`src/rtl/serial_sub_4.sv`:
```
// rtl/serial_sub_4.sv - bit-serial subtractor computing a - b - BIN one bit per clock, LSB first
//
// Ports:
//   clk    in   rising-edge clock
//   rst_n  in   asynchronous active-low reset
//   start  in   request pulse, honoured only in IDLE or DONE
//   a      in   WIDTH-bit minuend, captured on an accepted start
//   b      in   WIDTH-bit subtrahend, captured on an accepted start
//   BIN    in   borrow-in, captured on an accepted start
//   busy   out  high while a subtraction is in progress
//   done   out  one-cycle pulse, d/bout valid
//   d      out  WIDTH-bit difference, held until the next completion
//   bout   out  borrow-out, held with d

module serial_sub_4 #(
    parameter int WIDTH = 4
) (
    input  logic             clk,
    input  logic             rst_n,
    input  logic             start,
    input  logic [WIDTH-1:0] a,
    input  logic [WIDTH-1:0] b,
    input  logic             BIN,
    output logic             busy,
    output logic             done,
    output logic [WIDTH-1:0] d,
    output logic             bout
);

    localparam int CW = (WIDTH > 2) ? $clog2(WIDTH) : 1;
    localparam logic [CW-1:0] CNT_LAST = CW'(WIDTH - 1);

    typedef enum logic [1:0] {
        S_IDLE = 2'd0,
        S_RUN  = 2'd1,
        S_DONE = 2'd2
    } state_t;

    state_t           state_q, state_d;
    logic [WIDTH-1:0] a_sr_q, b_sr_q;
    logic [WIDTH-1:0] temp_q;
    logic [WIDTH-1:0] d_q;
    logic             bout_q;
    logic             br_q;
    logic [CW-1:0]    cnt_q;

    logic accept;
    logic last_bit;
    logic ai, bi;
    logic diff_bit;
    logic br_next;

    // DONE is a one-cycle state that can launch the next operation directly,
    // which is what gives back-to-back operation without an idle bubble.
    assign accept   = start && (state_q != S_RUN);
    assign last_bit = (state_q == S_RUN) && (cnt_q == CNT_LAST);

    // Single full-subtractor cell working on the LSBs of the shift registers.
    assign ai       = a_sr_q[0];
    assign bi       = b_sr_q[0];
    assign diff_bit = ai ^ bi ^ br_q;
    assign br_next  = (~ai & bi) | (~(ai ^ bi) & br_q);

    always_ff @(posedge clk or negedge rst_n) begin
        if (!rst_n) begin
            state_q <= S_IDLE;
        end else begin
            state_q <= state_d;
        end
    end

    always_comb begin
        state_d = state_q;
        case (state_q)
            S_IDLE:  if (start) state_d = S_RUN;
            S_RUN:   if (cnt_q == CNT_LAST) state_d = S_DONE;
            S_DONE:  state_d = start ? S_RUN : S_IDLE;
            default: state_d = S_IDLE;
        endcase
    end

    always_comb begin
        busy = (state_q == S_RUN);
        done = (state_q == S_DONE);
    end

    always_ff @(posedge clk or negedge rst_n) begin
        if (!rst_n) begin
            a_sr_q <= '0;
            b_sr_q <= '0;
            temp_q <= '0;
            br_q   <= 1'b0;
            cnt_q  <= '0;
        end else if (accept) begin
            a_sr_q <= a;
            b_sr_q <= b;
            temp_q <= '0;
            br_q   <= BIN;
            cnt_q  <= '0;
        end else if (state_q == S_RUN) begin
            a_sr_q <= {1'b0, a_sr_q[WIDTH-1:1]};
            b_sr_q <= {1'b0, b_sr_q[WIDTH-1:1]};
            // Result bits enter at the MSB so that after WIDTH shifts bit 0 sits at the LSB.
            temp_q <= {diff_bit, temp_q[WIDTH-1:1]};
            br_q   <= br_next;
            // Return to zero after the last bit rather than wrapping.
            cnt_q  <= last_bit ? '0 : cnt_q + 1'b1;
        end
    end

    // The visible result is updated only on the edge that enters DONE, taking
    // the final bit straight from the cell so intermediate bits never show.
    always_ff @(posedge clk or negedge rst_n) begin
        if (!rst_n) begin
            d_q    <= '0;
            bout_q <= 1'b0;
        end else if (last_bit) begin
            d_q    <= {diff_bit, temp_q[WIDTH-1:1]};
            bout_q <= br_next;
        end
    end

    assign d    = d_q;
    assign bout = bout_q;

endmodule

```
`config.mk`:
```
export PLATFORM = sky130hd
export DESIGN_NAME = serial_sub_4
export DESIGN_NICKNAME = d
export VERILOG_FILES = /design/src/rtl/serial_sub_4.sv
export SDC_FILE = /design/constraint.sdc
export NUM_CORES = 1
export LEC_CHECK = 0
export CORE_MARGIN = 3
export CORE_UTILIZATION = 53
export DETAILED_ROUTE_END_ITERATION = 7
export PLACE_DENSITY_LB_ADDON = 0.05
export SLEW_MARGIN = 15
export SYNTH_ARGS = -nofsm -noshare
export SYNTH_HDL_FRONTEND = slang
export SYNTH_SLANG_ARGS = --single-unit
```
`constraint.sdc`:
```
create_clock -name clk -period 1.9 [get_ports clk]
set_input_delay 0.285 -clock clk [delete_from_list [all_inputs] [get_ports clk]]
set_output_delay 0.285 -clock clk [all_outputs]
set_load 0.02 [all_outputs]
```
Word level (Yosys, flattened, before mapping). Index checks and enable logic that the tools add are counted.

Bits in registers: 22. Output and inout bits: 7. Input bits: 12. Logic and storage cells: 42.

Reduce and logical (&&, ||, !) cells: 5. Add/subtract/negate cells: 1. Mux-type cells: 15. Bitwise gates (word level): 7. Equality and inequality tests: 6.

Operator list (number): $mux 4 (6); $mux 2 (5); $pmux 2 s3 (1); $eq 2x2->1 const B (2); $ne 2x1->1 const B (2); $mux 1 (3); $add 2x1->2 const B (1); $and 1x1->1 (2); $eq 2x1->1 const B (1); $logic_and 1x1->1 (2); $logic_not 2->1 (1); $ne 2x2->1 const B (1); $not 1->1 (2); $reduce_and 2->1 (1); $reduce_bool 2->1 (1); $xor 1x1->1 (2); $or 1x1->1 (1).

Longest topological paths before layout.
Depth in word-level cells: 6. Mapped depth: 4. Mapped depth without buffers: 3.

Worst setup path after synthesis. No wires, ideal clock.

Path type: register to register. Start: register cnt_q[0]. End: register d_q[0], in the netlist d[0]. Arrival: 1.143 ns. Setup time: 0.125 ns. Cell stages (with the launch flop): 4. Buffers on the path: 0. Setup slack: 0.632 ns. Clock period less this slack: 1.268 ns. Required time: 1.775 ns. Cells stage by stage: dfrtp_1 -> ha_1 -> nand3b_1 -> mux2_2.

Word-level cells in the longest chain between the ends: 2.

Ends and longest elaborated chain: start: declaration (RTL line 45) `logic [CW-1:0] cnt_q;`; start signal: assignment (RTL line 107) `cnt_q <= last_bit ? '0 : cnt_q + 1'b1;`; $eq 2x2->1 (RTL line 56) `assign last_bit = (state_q == S_RUN) && (cnt_q == CNT_LAST);`; $logic_and 1x1->1 (RTL line 56); end signal: assignment (RTL line 118) `d_q <= {diff_bit, temp_q[WIDTH-1:1]};`; end: declaration (RTL line 42) `logic [WIDTH-1:0] d_q;`.

Every way passes these cells. A chain may end at the register's enable or synchronous reset.

Worst setup path in the final report.
Start: register state_q[0]. End: output done.

Word-level cells in the longest chain between the ends: 1.

Ends and longest elaborated chain: start: declaration (RTL line 39) `state_t state_q, state_d;`; start signal: assignment (RTL line 68) `state_q <= state_d;`; $eq 2x2->1 (RTL line 84) `done = (state_q == S_DONE);`; end: declaration (RTL line 25) `output logic done,`.

Every way passes these cells.

==> key figures <==
Pwr
  – Pint: 1.22 mW
  – Power per cell area: 1500 nW/µm²
  – Reg power frac: 42.0%
  – Peak VDD IR: about 0.00087 V
  – Switch share: 33.3%
  – Overall power: 1.83 mW
  – Comb pwr share: 46.6%
  – Clk pwr share: between 10% and 20%
  – Leak: 0.583 nW
  – Switching pwr: 0.609 mW

Logic synthesis
  – Area leader, netlist: dfrtp_1
  – Warnings from Yosys: 0
  – Syn Inst Count: 68
  – Avg Synthesized Cell Area: 14.2 µm²
  – Most common cell in the netlist: dfrtp_1
  – Top post-synthesis cells by area: dfrtp_1 (54%), mux2_2 (19%), mux2_4 (6.2%), mux2i_1 (5.2%), nor2b_1 (3.2%)
  – Post-synth top cells: dfrtp_1 (21), mux2_2 (16), inv_1 (6)
  – Number of flops mapped to enable cells by yosys: 0
  – Syn Nets: 82
  – Mapped cell area: 968 µm²
  – FF+latch count, synth: 21
  – Share of the synthesized area in the top cell type: 54.3%
  – Unique masters post-synth: 16
  – Sequential share of the synthesized area: a little over half
  – FFs w/ async S/R, synth: 100%
  – Ys flop type: dfrtp_1

Clock network
  – CTS Buffer Depth: 2
  – Setup bufs post-CTS: 0
  – CTS Sinks: 21
  – Num CTS Buffers: 3
  – # resized after CTS: 1
  – Clk slew on worst S/H paths: about 0.11 ns
  – Clock Latency Late Sink: 0.30 ns
  – Hold Buf Count CTS: 0
  – H-Tree Depth: 1
  – Root buf cell: clkbuf_4
  – CTS tree: done

Drt
  – DR vias: 568
  – Met1 wire length: 669 µm
  – Detail Route Antenna Nets: 0
  – Routed wl met2: 799 µm
  – Initial DRC Count: 8
  – Vias/cell: around 5
  – TritonRoute pass-1 iters: 4
  – Routed len/inst: 13.3 µm
  – Max Used Layer: met3
  – Met3 wire length: 64 µm
  – Final WL: 1.53 mm
  – DRC violations left: 0

Die
  – Height of the chip: 48.7 µm
  – Core area: 1610 µm²
  – Die area: ~2400 µm²
  – Row cnt: 14
  – Die width: 48.7 µm
  – # IOs: 19
  – Initial Util: 60.1%

Critical path
  – Slowest-stage cell, CP: clkdlybuf4s50_1
  – CP required: between 1.5 and 2 ns
  – Crit start category: flip-flop
  – Crit path cell chain: nor2b_1 -> clkdlybuf4s50_1
  – Crit Path Category: flip-flop to primary output
  – Critical Path Source: state_q[0]$_DFFE_PN0P_
  – Critical Path Max Stage Delay: 0.60 ns
  – CP top delay family: buffers and inverters
  – Critical Path End Type: primary output
  – Worst reg2reg path startpoint: cnt_q[0]$_DFFE_PN0P_
  – Worst Path Buf+Inv: 1
  – Critical Path AT: 1.46 ns
  – Crit path max fanout: 5

Min path
  – HP Class: input pin to async pin

Final layout
  – Ant diodes: 0
  – Nets: 106
  – Layout cell share with drive strength beyond 1: 31.9%
  – P&R area growth vs syn: 26.1%
  – Fin area: ~1200 µm²

Placed design
  – # port buffers: 18
  – Routability cong.: 0.664
  – Area after DPL: between 1000 and 1500 µm²
  – Hpwl dp: 1.16 mm

Outcome
  – Status: finished clean

STA
  – Worst Skew: roughly 0.0057 ns
  – Period utilisation layout: 91.7%
  – Slew headroom: between 70% and 80%
  – Slew Limit Fails: 0
  – Final Hold Fails: 0
  – RSZ-0062 raised after global routing: false
  – Min Tclk post-route: 1.74 ns
  – F_max: between 500 and 600 MHz
  – Sum of negative setup slack: 0 ns
  – Setup violators final: 0
  – Hold_ws: roughly 0.3 ns
  – Worst Max-Slew Pin Slew: 0.298 ns

Global route
  – Congestion Overflow GR: 0
  – Initial antenna violation count: 0
  – Number of global-route vias before repair: 644
  – First-pass GRT wire length: about 2.7 mm
  – Largest net degree at the start of global routing: 22
  – Gr usage total: 14.9%

Run
  – MaxCap Viol Count: 0
power by group through the flow:
stage	clock network (mW)	logic, mW	registers, mW
floorplan	0	0.543	0.810
global placement	0	0.839	0.769
detailed placement	0	0.876	0.776
CTS	0.220	0.868	0.768
global route	0.238	0.917	0.799
finish	0.210	0.851	0.767
layout by cell type (no fill, tap or decap):
master	netlist	routed
dlygate4sd2_1	0	1
mux2_4	4	4
clkinv_2	0	1
nor2_1	2	2
nor4b_1	1	1
a31o_2	1	1
fa_1	1	1
nand2b_2	1	1
dfrtp_1	21	21
clkbuf_4	0	3
buf_4	1	2
nor2b_1	5	5
clkdlybuf4s50_1	0	17
inv_1	6	6
buf_12	0	1
nand3b_1	1	1
ha_1	1	1
mux2i_1	5	5
o22ai_1	1	1
mux2_2	16	16
sequential cells by signal (all words and copies together) (netlist names):
register / flops
a_sr_q: 4
bout: 1
temp_q: 3
d: 4
b_sr_q: 4
br_q: 1
state_q: 2
cnt_q: 2
metal layers:
layer	vias up	global-route usage, %
met2	11	26.9
met1	280	16.6
met5	-	0
met3	0	5.83
met4	0	2.84
li1	277	-
worst paths after layout:
kind / end / slack (ns) / cells after the start
min in group clk: d[1]$_DFFE_PN0P_ / 0.52 / 1
max: done / 0.16 / 2
max reg2reg: d[0]$_DFFE_PN0P_ / 0.53 / 3
max in group asynchronous: cnt_q[0]$_DFFE_PN0P_ / 1.39 / 2
min: temp_q[1]$_DFFE_PN0P_ / 0.31 / 2
min reg2reg: d[1]$_DFFE_PN0P_ / 0.52 / 1
stage by stage:
step,std cells,worst slack [ns],util [%]
after floorplan,68,0.632,-
after global placement,111,0.251,74.1
after detailed placement,111,0.218,74.1
after CTS,115,0.142,75.8
after global routing,115,0.0517,75.8
final,115,0.158,75.8
kinds of logic (layout without fill, tap and decap cells):
logic type | Yosys count | in the layout | synth area share [%]
adder cells (fa/ha/maj) | 2 | 2 | 3.36
flip-flops | 21 | 21 | 54.3
multiplexers | 25 | 25 | 30.0
AO/OA/AOI/OAI | 2 | 2 | 1.55
AND/OR/NAND/NOR | 10 | 10 | 6.59
buffers and inverters | 8 | 31 | 4.26
area by class of cell:
class	count	area [µm²]
inverters	6	22.5
multi-input cells	39	402
repair buffers	21	214
well taps	24	30.0
fillers	112	390
flip-flops and latches	21	526
clock inverters	1	5.00
clock buffers	3	22.5
No activity file was read; power rests on OpenSTA's default activity.
==> RTL edit: new RTL, same flow settings <==
`WIDTH`: 4 -> 2.
--- a/src/rtl/serial_sub_4.sv
+++ b/src/rtl/serial_sub_4.sv
@@ -13,7 +13,7 @@
 //   bout   out  borrow-out, held with d
 
 module serial_sub_4 #(
-    parameter int WIDTH = 4
+    parameter int WIDTH = 2
 ) (
     input  logic             clk,
     input  logic             rst_n,
Ports: changed (resized a, b and d); port bits go from 19 to 13. The function was not compared with the original's and may differ.
==> RTL edit against the unedited design <==
Area after synthesis down 42%; setup slack worse by 0.054 ns; clock skew up 0.0043 ns; total power down 34%; global-route usage up 2.9 points; design area down 41%; register-to-register slack better by 0.12 ns; sequential cell count down 9; largest power group unchanged; routed wire length down 36%.
==> RTL edit: results (changes against the unedited design) <==
clock_latency_ns: 0.26  # was 0.30 ns
grt_max_degree: 13  # was 22
crit_arrival_ns: 1.51  # was 1.46 ns
path_max_fanout: 3  # was 5
reg2reg_to: "br_q"  # was d[0]
nets: 66  # was 106
outcome: "completed"  # unchanged
antenna_found_initial: 0  # unchanged
yosys-top-cells-area: "dfrtp_1 (53%), mux2_4 (16%), mux2i_1 (8.9%)"  # was dfrtp_1 (54%), mux2_2 (19%), mux2_4 (6.2%)
root_buffer: "clkbuf_2"  # was clkbuf_4
post_synth_num_cell_types: 13  # was 16
fin_skew_ns: 0.00999  # was 0.00568 ns
timing.final.crit_share: 0.945  # was 0.917
leakage_nw: 0.366  # was 0.583 nW
port_buffers: 12  # was 18
post-place-ws_ns: 0.203  # was 0.218 ns
synth_commonest_cells: "dfrtp_1 (12), mux2_4 (6), inv_1 (5), mux2i_1 (5), nand2b_1 (3)"  # was dfrtp_1 (21), mux2_2 (16), inv_1 (6)
ir_worst_vdd_mv: 0.932  # was 0.870 mV
synth_warnings: 0  # unchanged
p_sw_frac: 0.345  # was 0.333
drive_above_1_share: 0.232  # was 0.319
cts_resized: 0  # was 1
dr_wl_met2_um: 501  # was 799 um
wl_per_cell_um: 14.1  # was 13.3 um
hpwl_um: 802  # was 1.16 mm
avgViaCountPerCell: 4.86  # was 4.94
reg2reg_slack_ns: 0.65  # was 0.53 ns
cp_slowest_stage_delay_ns: 0.61
ys_seq_area_frac: 0.532  # was 0.543
drtIter0Drc: 10  # was 8
met1_length_um: 386  # was 669 um
grt_pass1_vias: 368  # was 644
p_clk_mw: 0.167  # was 0.210 mW
p_seq_mw: 0.457  # was 0.767 mW
top_layer: "met4"  # was met3
worst_slew_pin_slew_ns: 0.517  # was 0.298 ns
[RTL edit: cell count changes after synthesis]
cell,before,now
nand2b_1,0,3
mux2_4,4,6
ha_1,1,0
nor4b_1,1,0
mux2_2,16,2
nor2b_1,5,1
a31o_2,1,0
buf_4,1,0
buf_2,0,1
dfrtp_1,21,12
nand2b_2,1,0
inv_1,6,5
[RTL edit: worst max path at each step]
stage,startpoint,slack [ns],endpoint
after floorplan,a_sr_q[0],0.72,br_q
after global placement,start,0.23,b_sr_q[0]
after detailed placement,start,0.20,a_sr_q[0]
after CTS,state_q[1],0.08,busy
after global routing,state_q[1],0.006,busy
final,state_q[1],0.10,busy
[RTL edit: cell type report]
class	instances	area [um^2]
clock buffers	4	28.8
flip-flops and latches	12	300
well taps	13	16.3
repair buffers	13	128
inverters	5	18.8
multi-input cells	22	229
fillers	63	243
[RTL edit: routing by layer]
metal,up-vias,global-route usage
met5,-,0
met4,0,0.0769
met3,2,0.110
met2,16,0.280
met1,153,0.188
li1,164,-
[RTL edit: logic make-up after synthesis]
logic type / count (synthesis) / share of synthesized area
AOI/OAI and AO/OA: 1 / 0.0111
adders and majority gates: 1 / 0.0355
buffers and inverters: 7 / 0.0621
DFF: 12 / 0.532
muxes: 13 / 0.288
and+or+nand+nor: 7 / 0.0710
[RTL edit: through the flow]
| stage | cell area, um^2 | hold slack, ns | utilization | power (mW) | cells |
|---|---|---|---|---|---|
| finish | 721 | 0.347 | 0.748 | 1.20 | 69 |
| global route | 721 | 0.353 | 0.748 | 1.28 | 69 |
| global placement | 692 | 0.486 | 0.718 | 1.01 | 65 |
| CTS | 721 | 0.354 | 0.748 | 1.22 | 69 |
| detailed placement | 692 | 0.502 | 0.718 | 1.04 | 65 |
| floorplan | 564 | -0.0106 | - | 0.832 | 41 |
